==> config.mk <==
export PLATFORM = sky130hd
export DESIGN_NAME = cpu_cs_loader
export DESIGN_NICKNAME = d
export VERILOG_FILES = /design/src/rtl/cpu_cs_loader.sv
export SDC_FILE = /design/constraint.sdc
export NUM_CORES = 1
export LEC_CHECK = 0
export CAP_MARGIN = 25
export CORE_UTILIZATION = 43
export DETAILED_ROUTE_END_ITERATION = 8
export PLACE_DENSITY = 0.75
export SYNTH_ARGS = -nofsm -noshare
export SYNTH_HDL_FRONTEND = slang
export SYNTH_SLANG_ARGS = --single-unit
==> constraint.sdc <==
create_clock -name sysclk -period 2.3 [get_ports sysclk]
set_input_delay 0.575 -clock sysclk [delete_from_list [all_inputs] [get_ports sysclk]]
set_output_delay 0.575 -clock sysclk [all_outputs]
set_load 0.01 [all_outputs]
==> src/rtl/cpu_cs_loader.sv <==
// Writable-control-store loader: pulls 16-bit source slices, writes each
// 64-bit microword as four strobed slice writes, and optionally reads the
// word back and compares it before moving on to the next microaddress.
module cpu_cs_loader (
    input  logic        sysclk,
    input  logic        sys_rst,
    input  logic        START,
    input  logic [11:0] BASE_ADDR,
    input  logic [12:0] WORD_COUNT,
    input  logic        VERIFY,
    input  logic [15:0] SRC_DATA,
    input  logic        SRC_VALID,
    output logic        SRC_READY,
    input  logic [63:0] CSBITS_IN,
    output logic [11:0] LUA_11_0,
    output logic [15:0] IDB_OUT,
    output logic [3:0]  WW_3_0_n,
    output logic        RDCS_n,
    output logic        BUSY,
    output logic        DONE,
    output logic        ERR,
    output logic [11:0] ERR_ADDR
);

    localparam logic [2:0] S_IDLE   = 3'd0;
    localparam logic [2:0] S_FETCH  = 3'd1;
    localparam logic [2:0] S_STROBE = 3'd2;
    localparam logic [2:0] S_HOLD   = 3'd3;
    localparam logic [2:0] S_RD1    = 3'd4;
    localparam logic [2:0] S_RD2    = 3'd5;
    localparam logic [2:0] S_FIN    = 3'd6;

    logic [2:0]  state_q, state_d;
    logic [1:0]  slice_q, slice_d;
    logic [11:0] lua_q, lua_d;
    logic [15:0] idb_q, idb_d;
    logic [12:0] remaining_q, remaining_d;
    logic        verify_q, verify_d;
    logic        err_q, err_d;
    logic [11:0] err_addr_q, err_addr_d;
    logic [63:0] word_q, word_d;
    logic        advance;

    // Next-state and datapath update for the load sequencer
    always_comb begin
        state_d     = state_q;
        slice_d     = slice_q;
        lua_d       = lua_q;
        idb_d       = idb_q;
        remaining_d = remaining_q;
        verify_d    = verify_q;
        err_d       = err_q;
        err_addr_d  = err_addr_q;
        word_d      = word_q;
        advance     = 1'b0;

        case (state_q)
            S_IDLE: begin
                if (START) begin
                    if (WORD_COUNT == 13'd0) begin
                        state_d = S_FIN;
                    end else begin
                        lua_d       = BASE_ADDR;
                        remaining_d = WORD_COUNT;
                        verify_d    = VERIFY;
                        slice_d     = 2'd0;
                        err_d       = 1'b0;
                        err_addr_d  = 12'd0;
                        state_d     = S_FETCH;
                    end
                end
            end
            S_FETCH: begin
                if (SRC_VALID) begin
                    idb_d                           = SRC_DATA;
                    word_d[{slice_q, 4'b0000} +: 16] = SRC_DATA;
                    state_d                         = S_STROBE;
                end
            end
            S_STROBE: state_d = S_HOLD;
            S_HOLD: begin
                if (slice_q != 2'd3) begin
                    slice_d = slice_q + 2'd1;
                    state_d = S_FETCH;
                end else if (verify_q) begin
                    state_d = S_RD1;
                end else begin
                    advance = 1'b1;
                end
            end
            S_RD1: state_d = S_RD2;
            S_RD2: begin
                if (CSBITS_IN != word_q) begin
                    // Abort on the first bad word; the address stays on it
                    err_d      = 1'b1;
                    err_addr_d = lua_q;
                    state_d    = S_FIN;
                end else begin
                    advance = 1'b1;
                end
            end
            S_FIN:   state_d = S_IDLE;
            default: state_d = S_IDLE;
        endcase

        // Step to the next microword; the address wraps naturally at 4096
        if (advance) begin
            remaining_d = remaining_q - 13'd1;
            lua_d       = lua_q + 12'd1;
            slice_d     = 2'd0;
            state_d     = (remaining_q == 13'd1) ? S_FIN : S_FETCH;
        end
    end

    // Control and externally visible registers, synchronously reset
    always_ff @(posedge sysclk) begin
        if (sys_rst) begin
            state_q     <= S_IDLE;
            slice_q     <= 2'd0;
            lua_q       <= 12'd0;
            idb_q       <= 16'd0;
            remaining_q <= 13'd0;
            verify_q    <= 1'b0;
            err_q       <= 1'b0;
            err_addr_q  <= 12'd0;
        end else begin
            state_q     <= state_d;
            slice_q     <= slice_d;
            lua_q       <= lua_d;
            idb_q       <= idb_d;
            remaining_q <= remaining_d;
            verify_q    <= verify_d;
            err_q       <= err_d;
            err_addr_q  <= err_addr_d;
        end
    end

    // Assembled microword; only meaningful once all four slices are captured
    always_ff @(posedge sysclk) begin
        word_q <= word_d;
    end

    // Output decode straight from registered state
    always_comb begin
        SRC_READY = (state_q == S_FETCH);
        WW_3_0_n  = (state_q == S_STROBE) ? ~(4'b0001 << slice_q) : 4'hF;
        RDCS_n    = !((state_q == S_RD1) || (state_q == S_RD2));
        BUSY      = (state_q != S_IDLE);
        DONE      = (state_q == S_FIN);
        LUA_11_0  = lua_q;
        IDB_OUT   = idb_q;
        ERR       = err_q;
        ERR_ADDR  = err_addr_q;
    end

endmodule

Word level (Yosys, flattened, before mapping)
Cells that the tools add are included.
{"block": "classes", "n_addsub": 4, "n_bitwise": 2, "eq_ne": 18, "mux": 35, "n_shift": 3, "n_reduce_logical": 16}
{"operator": "$mux W12", "count": 7}
{"operator": "$bwmux W64", "count": 1}
{"operator": "$ne A64 B64 Y1", "count": 1}
{"operator": "$shift A16 B8 Y64 const A", "count": 1}
{"operator": "$shiftx A16 B8 Y64", "count": 1}
{"operator": "$mux W13", "count": 4}
{"operator": "$mux W3", "count": 8}
{"operator": "$pmux W12 S2", "count": 1}
{"operator": "$pmux W3 S6", "count": 1}
{"operator": "$eq A13 B1 Y1 const B", "count": 1}
{"operator": "$logic_not A13 Y1", "count": 1}
{"operator": "$sub A13 B1 Y13 const B", "count": 1}
{"operator": "$add A12 B1 Y12 const B", "count": 1}
{"operator": "$ne A2 B2 Y1 const B", "count": 6}
{"operator": "$reduce_and A4 Y1", "count": 3}
{"operator": "$eq A3 B3 Y1 const B", "count": 3}
{"operator": "$neg A6 Y8", "count": 1}
{"operator": "$reduce_bool A2 Y1", "count": 4}
{"operator": "$eq A3 B2 Y1 const B", "count": 2}
{"operator": "$mux W1", "count": 6}
{"operator": "$mux W2", "count": 3}
{"operator": "$ne A3 B3 Y1 const B", "count": 2}
{"operator": "$reduce_and A3 Y1", "count": 2}
{"operator": "$mux W4", "count": 1}
{"operator": "other kinds (15)", "count": 16}
{"block": "word_totals", "output_inout_bits": 49, "elab_cells": 87, "regBits": 124, "inputBits": 110}

Depth between registers and ports, before layout
Gate-level depths: netlist (run 1).
{"block": "logic_depth", "ltp_word": 5, "ltp_mapped": 10}

Worst setup path after synthesis (run 1)
OpenSTA, ideal clock, no wires.
{"block": "synth_timing", "path_type": "in2reg", "from": "input port CSBITS_IN[12]", "to": "register remaining_q[11]", "cell_stages": 8, "arrival_time_ns": 2.357, "path_buffers": 1, "setup_slack_ns": -0.131, "cell_sequence": "xor2_1 -> nor4_1 -> nand4_1 -> nor4_4 -> a21oi_2 -> buf_6 -> or4_1 -> a31oi_1"}
{"block": "synth_between", "elab_chain_cells": 5}
{"item": "start: declaration", "line_no": "14", "source": "input logic [63:0] CSBITS_IN,"}
{"item": "$ne A64 B64 Y1 *", "line_no": "93", "source": "if (CSBITS_IN != word_q) begin"}
{"item": "$mux W1 *", "line_no": "93"}
{"item": "$pmux W1 S2 *", "line_no": "57", "source": "case (state_q)"}
{"item": "$ne A2 B2 Y1 (no line) / $reduce_bool A2 Y1 (equally long branches)"}
{"item": "$reduce_and A3 Y1 (no line)"}
{"item": "end signal: assignment", "line_no": "131", "source": "remaining_q <= remaining_d;"}
{"item": "end: declaration", "line_no": "37", "source": "logic [12:0] remaining_q, remaining_d;"}
Mark *: on every way between the ends. The rest lies on a longest branch, timed or not.
A chain may end at the register's enable or synchronous reset.

Worst setup path in the final report (run 1)
{"block": "layout_timing", "from": "register word_q[34]", "to": "register lua_q[8], in the netlist LUA_11_0[8]"}
{"block": "layout_between", "elab_chain_cells": 5}
{"item": "start: declaration", "line_no": "41", "source": "logic [63:0] word_q, word_d;"}
{"item": "start signal: assignment", "line_no": "140", "source": "word_q <= word_d;"}
{"item": "$ne A64 B64 Y1 *", "line_no": "93"}
{"item": "$mux W1 *", "line_no": "93"}
{"item": "$pmux W1 S2 *", "line_no": "57"}
{"item": "$ne A2 B2 Y1 (no line) / $reduce_bool A2 Y1 (equally long branches)"}
{"item": "$reduce_and A3 Y1 (no line)"}
{"item": "end signal: assignment", "line_no": "129", "source": "lua_q <= lua_d;"}
{"item": "end: declaration", "line_no": "35", "source": "logic [11:0] lua_q, lua_d;"}
Marks and branches as above.

==> metrics, run 1 <==
status=finished, violations left; failing checks=negative setup slack; WP data arrival=2.83 ns; die area=14600 um^2; clk slew on worst S/H paths=about 0.060 ns; most frequent CP cell=buf_4; core area=about 14000 um^2; M1 wire length=6940 um; Slew Viols, Final=0; placed inst area=8070 um^2; post-synthesis sequential area ratio=about half; die span in y=roughly 120 um; WL/cell=17.7 um; mapped cell area=slightly above 6000 um^2; Relative slew margins=51.5%; Syn Area/Cell=10.0 um^2; H-tree depth=4; kind of start point of the critical path=register; effective utilization at floorplan=43.8%; Worst setup EP type=register; Least-Margin Pin Slew=0.728 ns; Finished Cell Area=around 9000 um^2; DRC viols=0; syn nets=722; ant diodes=0; crit-path max cell delay=0.42 ns; final non-filler cell total=991; gp weighted congestion=0.841; FILL cells=1089; Comb pwr share=13.2%; vias per cell=approximately 5.5; share of cells above drive strength 1=a little over an eighth; Synth async-reset ratio=0%; Fin. Hold Viols=0; synth-to-layout area growth=47.3%; dominant synthesized flop cell=edfxtp_1; Psw=1.44 mW; maximum vdd drop=0.466 mV; Row Count=43; power density over cell area=668 nW/um^2; pre-CTS WS=-1.07 ns; final hold slack=0.457 ns; Antenna Nets Post-Route=0; CP required=2.63 ns; CTS tree=yes; cell with the most instances after synthesis=nand2_1; Synth Instances=604; Root Driver=clkbuf_16; count of cell types in the netlist=44; Die X=121 um; Lkg Pwr=3.39 nW; Yosys top cell area share=31.7%; DRT iter0 DRCs=roughly 320; detailed placement HPWL=about 12000 um; CTS buffer count=17; setup TNS after final layout=-5.29 ns; Register Area=3130 um^2; initial antenna violation count=0; clk_skew=0.00692 ns; met2 WL post-DR=8900 um; area taken by multi-input logic gates=2930 um^2; Warnings, synthesis=0; port bufs=158; buffer and inverter count on the worst path=3; Synth top cells by count=78 x nand2_1, 66 x and2_1, 64 x edfxtp_1, 64 x xor2_1, 60 x dfxtp_1; post-route clock period utilization=109%; Clk pwr share=a little under half; sequential share of power=between 40% and 50%; global-route usage over all layers=24.0%; Design Power=5.96 mW; critical path class=register to register; Critical Path Fanout Max=11; placed insts=roughly 950; Sink Count=124; Area contributors post-synth=edfxtp_1 32%, dfxtp_1 20%, xor2_1 9.3%; largest net degree at the start of global routing=39; achievable frequency=400 MHz; switching fraction of total power=around 24%; Final Setup Violations=42; grt ovf=0; Hold Crit Class=register to register; Final Critical Period=2.50 ns; Synth area leader=edfxtp_1; Final WS setup=-0.200 ns; drt pass-1 iters=5; Pint=approximately 4.5 mW; max-cap viol count=0; Critical Path, Cell by Cell=xor2_1 > nor4_2 > buf_4 > nand4_1 > nor4_4 > buf_6 > buf_4 > a21oi_4 > o41a_1 > a21oi_1; fin util=around 65%; Post-synth EDFFs=64; Skew-Pair Late Insertion Delay=0.41 ns; met3 wire len=~1400 um; clock buffer depth=2; vias=~5400; Ports=between 150 and 200; RSZ-0062 raised after global routing=yes; final wirelength=around 18000 um; top layer used by detailed routing=met4; CP max-delay cell=o41a_1; first-pass GRT wire length=26700 um; # nets final=916; Crit path max-delay family=simple AND/OR/NAND/NOR gates; vias in the first global route=5389; flops & latches, synth=~120
## cells in the final DEF (no fill, tap or decap), types with 11 or more instances in the layout
master	count
buf_4	35
xor2_1	64
and2_1	66
nand3b_1	14
a31oi_1	18
or3_1	13
edfxtp_1	64
dlygate4sd2_1	33
nand3_1	11
nor2_1	19
nand2_1	77
clkbuf_16	17
a21oi_1	37
inv_1	12
dfxtp_1	58
clkdlybuf4s50_1	115
nor4_1	12
## cells by family (layout without fill, tap and decap cells)
family | after synthesis | in the layout | synth area share, %
DFF | 124 | 124 | 51.5
AOI/OAI and AO/OA | 95 | 97 | 10.3
buffers and inverters | 43 | 248 | 2.93
and+or+nand+nor | 270 | 270 | 24.4
adders and majority gates | 8 | 8 | 1.65
xor gates and xnor gates | 64 | 64 | 9.25
## metal layers
metal,GRT usage [%],vias to the layer above
met5,0,-
met4,7.79,0
met3,6.08,24
met2,42.5,233
met1,28.2,2599
li1,-,2558
## what timing repair did
item | 4_1_cts | 5_1_grt
cloned | 4 | 0
hold buffers | 0 | 0
endpoints found under the hold margin | 0 | 0
pin swaps | 52 | 17
buffers inserted | 5 | 1
endpoints found under the setup margin | 49 | 47
gates resized for setup | 64 | 23
## sequential cells by signal, summed over array words and instances, names as in the netlist
signal       cells
ERR_ADDR        12
verify_q         1
LUA_11_0        12
word_q          64
IDB_OUT         16
remaining_q     13
ERR              1
state_q          3
slice_q          2
## power groups by stage
stage	combinational, mW	sequential [mW]	clock [mW]
finish	0.788	2.47	2.71
global route	0.852	2.48	2.84
CTS	0.771	2.46	2.74
detailed placement	0.771	2.51	0
global placement	0.748	2.50	0
floorplan	0.322	2.50	0
## final timing paths
kind | startpoint | to | slack, ns | cells past startpoint
worst max register to register | word_q[34] | LUA_11_0[8] | -0.20 | 10
worst min register to register | IDB_OUT[14] | IDB_OUT[14] | 0.46 | 2
worst max-delay path | word_q[34] | LUA_11_0[8] | -0.20 | 10
worst min-delay path | IDB_OUT[14] | IDB_OUT[14] | 0.46 | 2
## area by class of cell
cell class	count	share of cell area [%]
inverter	12	0.505
clock inverter	14	1.89
sequential	124	35.0
multi-input combinational	439	32.8
tap	180	2.52
timing repair buffer	204	22.3
clock buffer	18	4.92
## worst reg2reg max path, delay by kind of cell, from the launching register on
kind / cells / cell delay [ns]
XOR/XNOR: 1 / 0.17
AO/OA/AOI/OAI: 3 / 0.66
flip-flops: 1 / 0.38
AND/OR/NAND/NOR: 3 / 0.75
buffers and inverters: 3 / 0.47
Note: power is estimated with default switching activity, not from simulation.
==> inputs of run 2 (changes only) <==
- PLACE_DENSITY: 0.75 -> unset
- PLACE_DENSITY_LB_ADDON: unset -> 0.1
==> run 2 against run 1 <==
Effect of this change:
- via count decreased by 4.1%
- combinational power decreased by 2%
- die area unchanged
- non-clock buffer count decreased by 3
- setup slack got worse by 0.12 ns
- first-iteration DRC count decreased by 14%
- the run still ends with negative setup slack left
- largest power group unchanged
- clock skew increased by 0.0016 ns
- sequential power about the same
- critical endpoint is now remaining_q[8]
- total power decreased by 1.1%
==> metrics, run 2 (synthesis results as in run 1) <==
synth-to-layout area growth=47.1%; Antenna Nets Post-Route=0 (unchanged); first-pass GRT wire length=25900 um (-3.0%); cts hold-fix bufs=0 (unchanged); max reg flops=64 (unchanged); launch point of the worst path=CSBITS_IN[54]; most frequent cells in the layout=105 x clkdlybuf4s50_1, 78 x nand2_1, 66 x and2_1; grt ovf=0 (unchanged); critical path class=primary input to register; Critical Path Stages=9 (-1); final wirelength=17200 um (-2.4%); r2r setup slk=-0.30 ns (-0.10 ns); Hold Crit Class=register to register; WL/cell=17.4 um (-2.0%); Ports=159 (unchanged); CTS tree=yes; Final Setup Violations=44 (+4.8%); Slew Viols, Final=0 (unchanged); final non-filler cell total=987 (-0.40%); Final Critical Period=2.62 ns (+0.116 ns); CTS buffer count=17 (unchanged); R2R cell count=8 (-2); status=finished, violations left; initial antenna violation count=0 (unchanged); register with the most flip-flops=word_q; global-route usage over all layers=23.4% (-0.53 points); # nets final=912 (-0.44%); gp weighted congestion=0.824 (-2.0%); maximum vdd drop=0.423 mV (-9.2%); placed insts=949 (unchanged); max-cap viol count=0 (unchanged); Lkg Pwr=3.42 nW (+0.84%); kind of start point of the critical path=primary input; DRC viols=0 (unchanged); detailed placement HPWL=11800 um (-3.1%); placed inst area=8100 um^2 (+0.31%); WP data arrival=2.95 ns (+0.12 ns); most common cell after layout, fill and taps aside=clkdlybuf4s50_1; Row Count=43 (unchanged); CP max-delay cell=or4_1; Worst setup EP type=register; CP required=2.63 ns (about the same); Finished Cell Area=8910 um^2 (-0.15%); largest net degree at the start of global routing=35 (-10%); effective utilization at floorplan=43.8% (unchanged); Critical Path, Cell by Cell=dlygate4sd2_1 > xor2_1 > nor4_2 > nand4_1 > nor4_4 > buf_4 > a21oi_4 > or4_1 > a31oi_1; Die X=121 um (unchanged); buffer and inverter count on the worst path=2 (-1); die span in y=121 um (unchanged); clk_skew=0.00850 ns (+0.00158 ns); crit-path max cell delay=0.49 ns (+0.07 ns); core area=13800 um^2 (unchanged); vias in the first global route=5081 (-5.7%); Fin. Hold Viols=0 (unchanged); clock buffer depth=2 (unchanged); RSZ-0062 raised after global routing=yes; clk slew on worst S/H paths=0.05 ns (about the same); Worst R2R Start=word_q[54]; FILL cells=1148 (+5.4%); achievable frequency=382 MHz (-4.4%); Root Driver=clkbuf_16; Final WS setup=-0.315 ns (-0.116 ns); port bufs=158 (unchanged); vias per cell=5.26 (-3.7%); ant diodes=0 (unchanged); Critical Path Fanout Max=8 (-3); share of cells above drive strength 1=13.0% (-0.55 points); Least-Margin Pin Slew=0.591 ns (-0.137 ns); failing checks=negative setup slack; vias=5191 (-4.1%); H-tree depth=4 (unchanged); DRT iter0 DRCs=275 (-14%); RR Endpoint=remaining_q[8]; Skew-Pair Late Insertion Delay=0.42 ns (about the same); post-route clock period utilization=114% (+5.0 points); Worst setup endpoint=remaining_q[8]; power density over cell area=662 nW/um^2 (-0.92%); die area=14600 um^2 (unchanged); final hold slack=0.458 ns (+0.00152 ns); Sink Count=124 (unchanged); Relative slew margins=60.6% (+9.1 points); drt pass-1 iters=4 (-1); Crit path max-delay family=simple AND/OR/NAND/NOR gates
[run 2: cell count changes in the layout (fill, tap and decap cells not counted), moves of 3 or more]
| cell | change |
|---|---|
| buf_4 | -4 |
| buf_6 | -3 |
| clkbuf_1 | +5 |
| clkbuf_16 | +3 |
| clkdlybuf4s50_1 | -10 |
| clkinvlp_4 | -3 |
| dfxtp_1 | -3 |
| dfxtp_2 | +3 |
| dlygate4sd2_1 | +9 |
| nor4_1 | -3 |
| nor4_2 | +3 |
[run 2: per-layer routing]
layer	vias to the layer above	GRT usage, %	wire length [um]
met5	-	0	0
met4	0	7.33	202
met3	15	5.42	998
met2	171	41.7	8770
met1	2462	27.8	7180
li1	2543	-	-
[run 2: worst reg2reg max path: cells and delay by family (launching register included)]
kind	cells	cell delay, ns
compound gates	2	0.32
xor+xnor	1	0.16
buf+inv	1	0.20
flops	1	0.39
simple gates	4	1.45
[run 2: how the worst min path moves through the flow]
stage	depth (start not counted)	endpoint	start	slack, ns
6_report	2	ERR	ERR	0.46
4_1_cts	2	ERR	ERR	0.46
3_3_place_gp	2	ERR	ERR	0.44
3_5_place_dp	2	ERR	ERR	0.45
5_1_grt	2	IDB_OUT[10]	IDB_OUT[10]	0.47
2_1_floorplan	2	verify_q	verify_q	0.44
[run 2: layout make-up]
type                    instances  area [um^2]  area share (%)
well taps                     180          225            2.53
repair buffers                201         2010            22.5
flip-flops and latches        124         3130            35.1
inverters                      12         45.0           0.505
clock buffers                  23          458            5.14
clock inverters                 9          120            1.35
multi-input cells             438         2930            32.8
[run 2: report_power, final]
part	switching (mW)	internal, mW
Combinational	0.374	0.396
Clock	0.936	1.72
Sequential	0.0823	2.39
Total	1.39	4.51
[run 2: metrics by stage]
step | setup WS [ns] | power [mW] | TNS, ns | util (%)
5_1_grt | -0.379 | 6.09 | -13.24 | 64.5
3_5_place_dp | -1.03 | 3.28 | -38.20 | 58.6
3_3_place_gp | -1.04 | 3.26 | -40.38 | 58.6
4_1_cts | -0.283 | 5.91 | -8.01 | 63.2
2_1_floorplan | -0.0911 | 2.82 | -0.577 | -
6_report | -0.315 | 5.90 | -8.76 | 64.5
[run 2: repair_timing]
item	CTS	global route
setup buffers	2	0
hold endpoints to repair	0	0
gates resized for setup	69	26
endpoints found under the setup margin	50	49
pin swaps	54	29
cloned	2	3
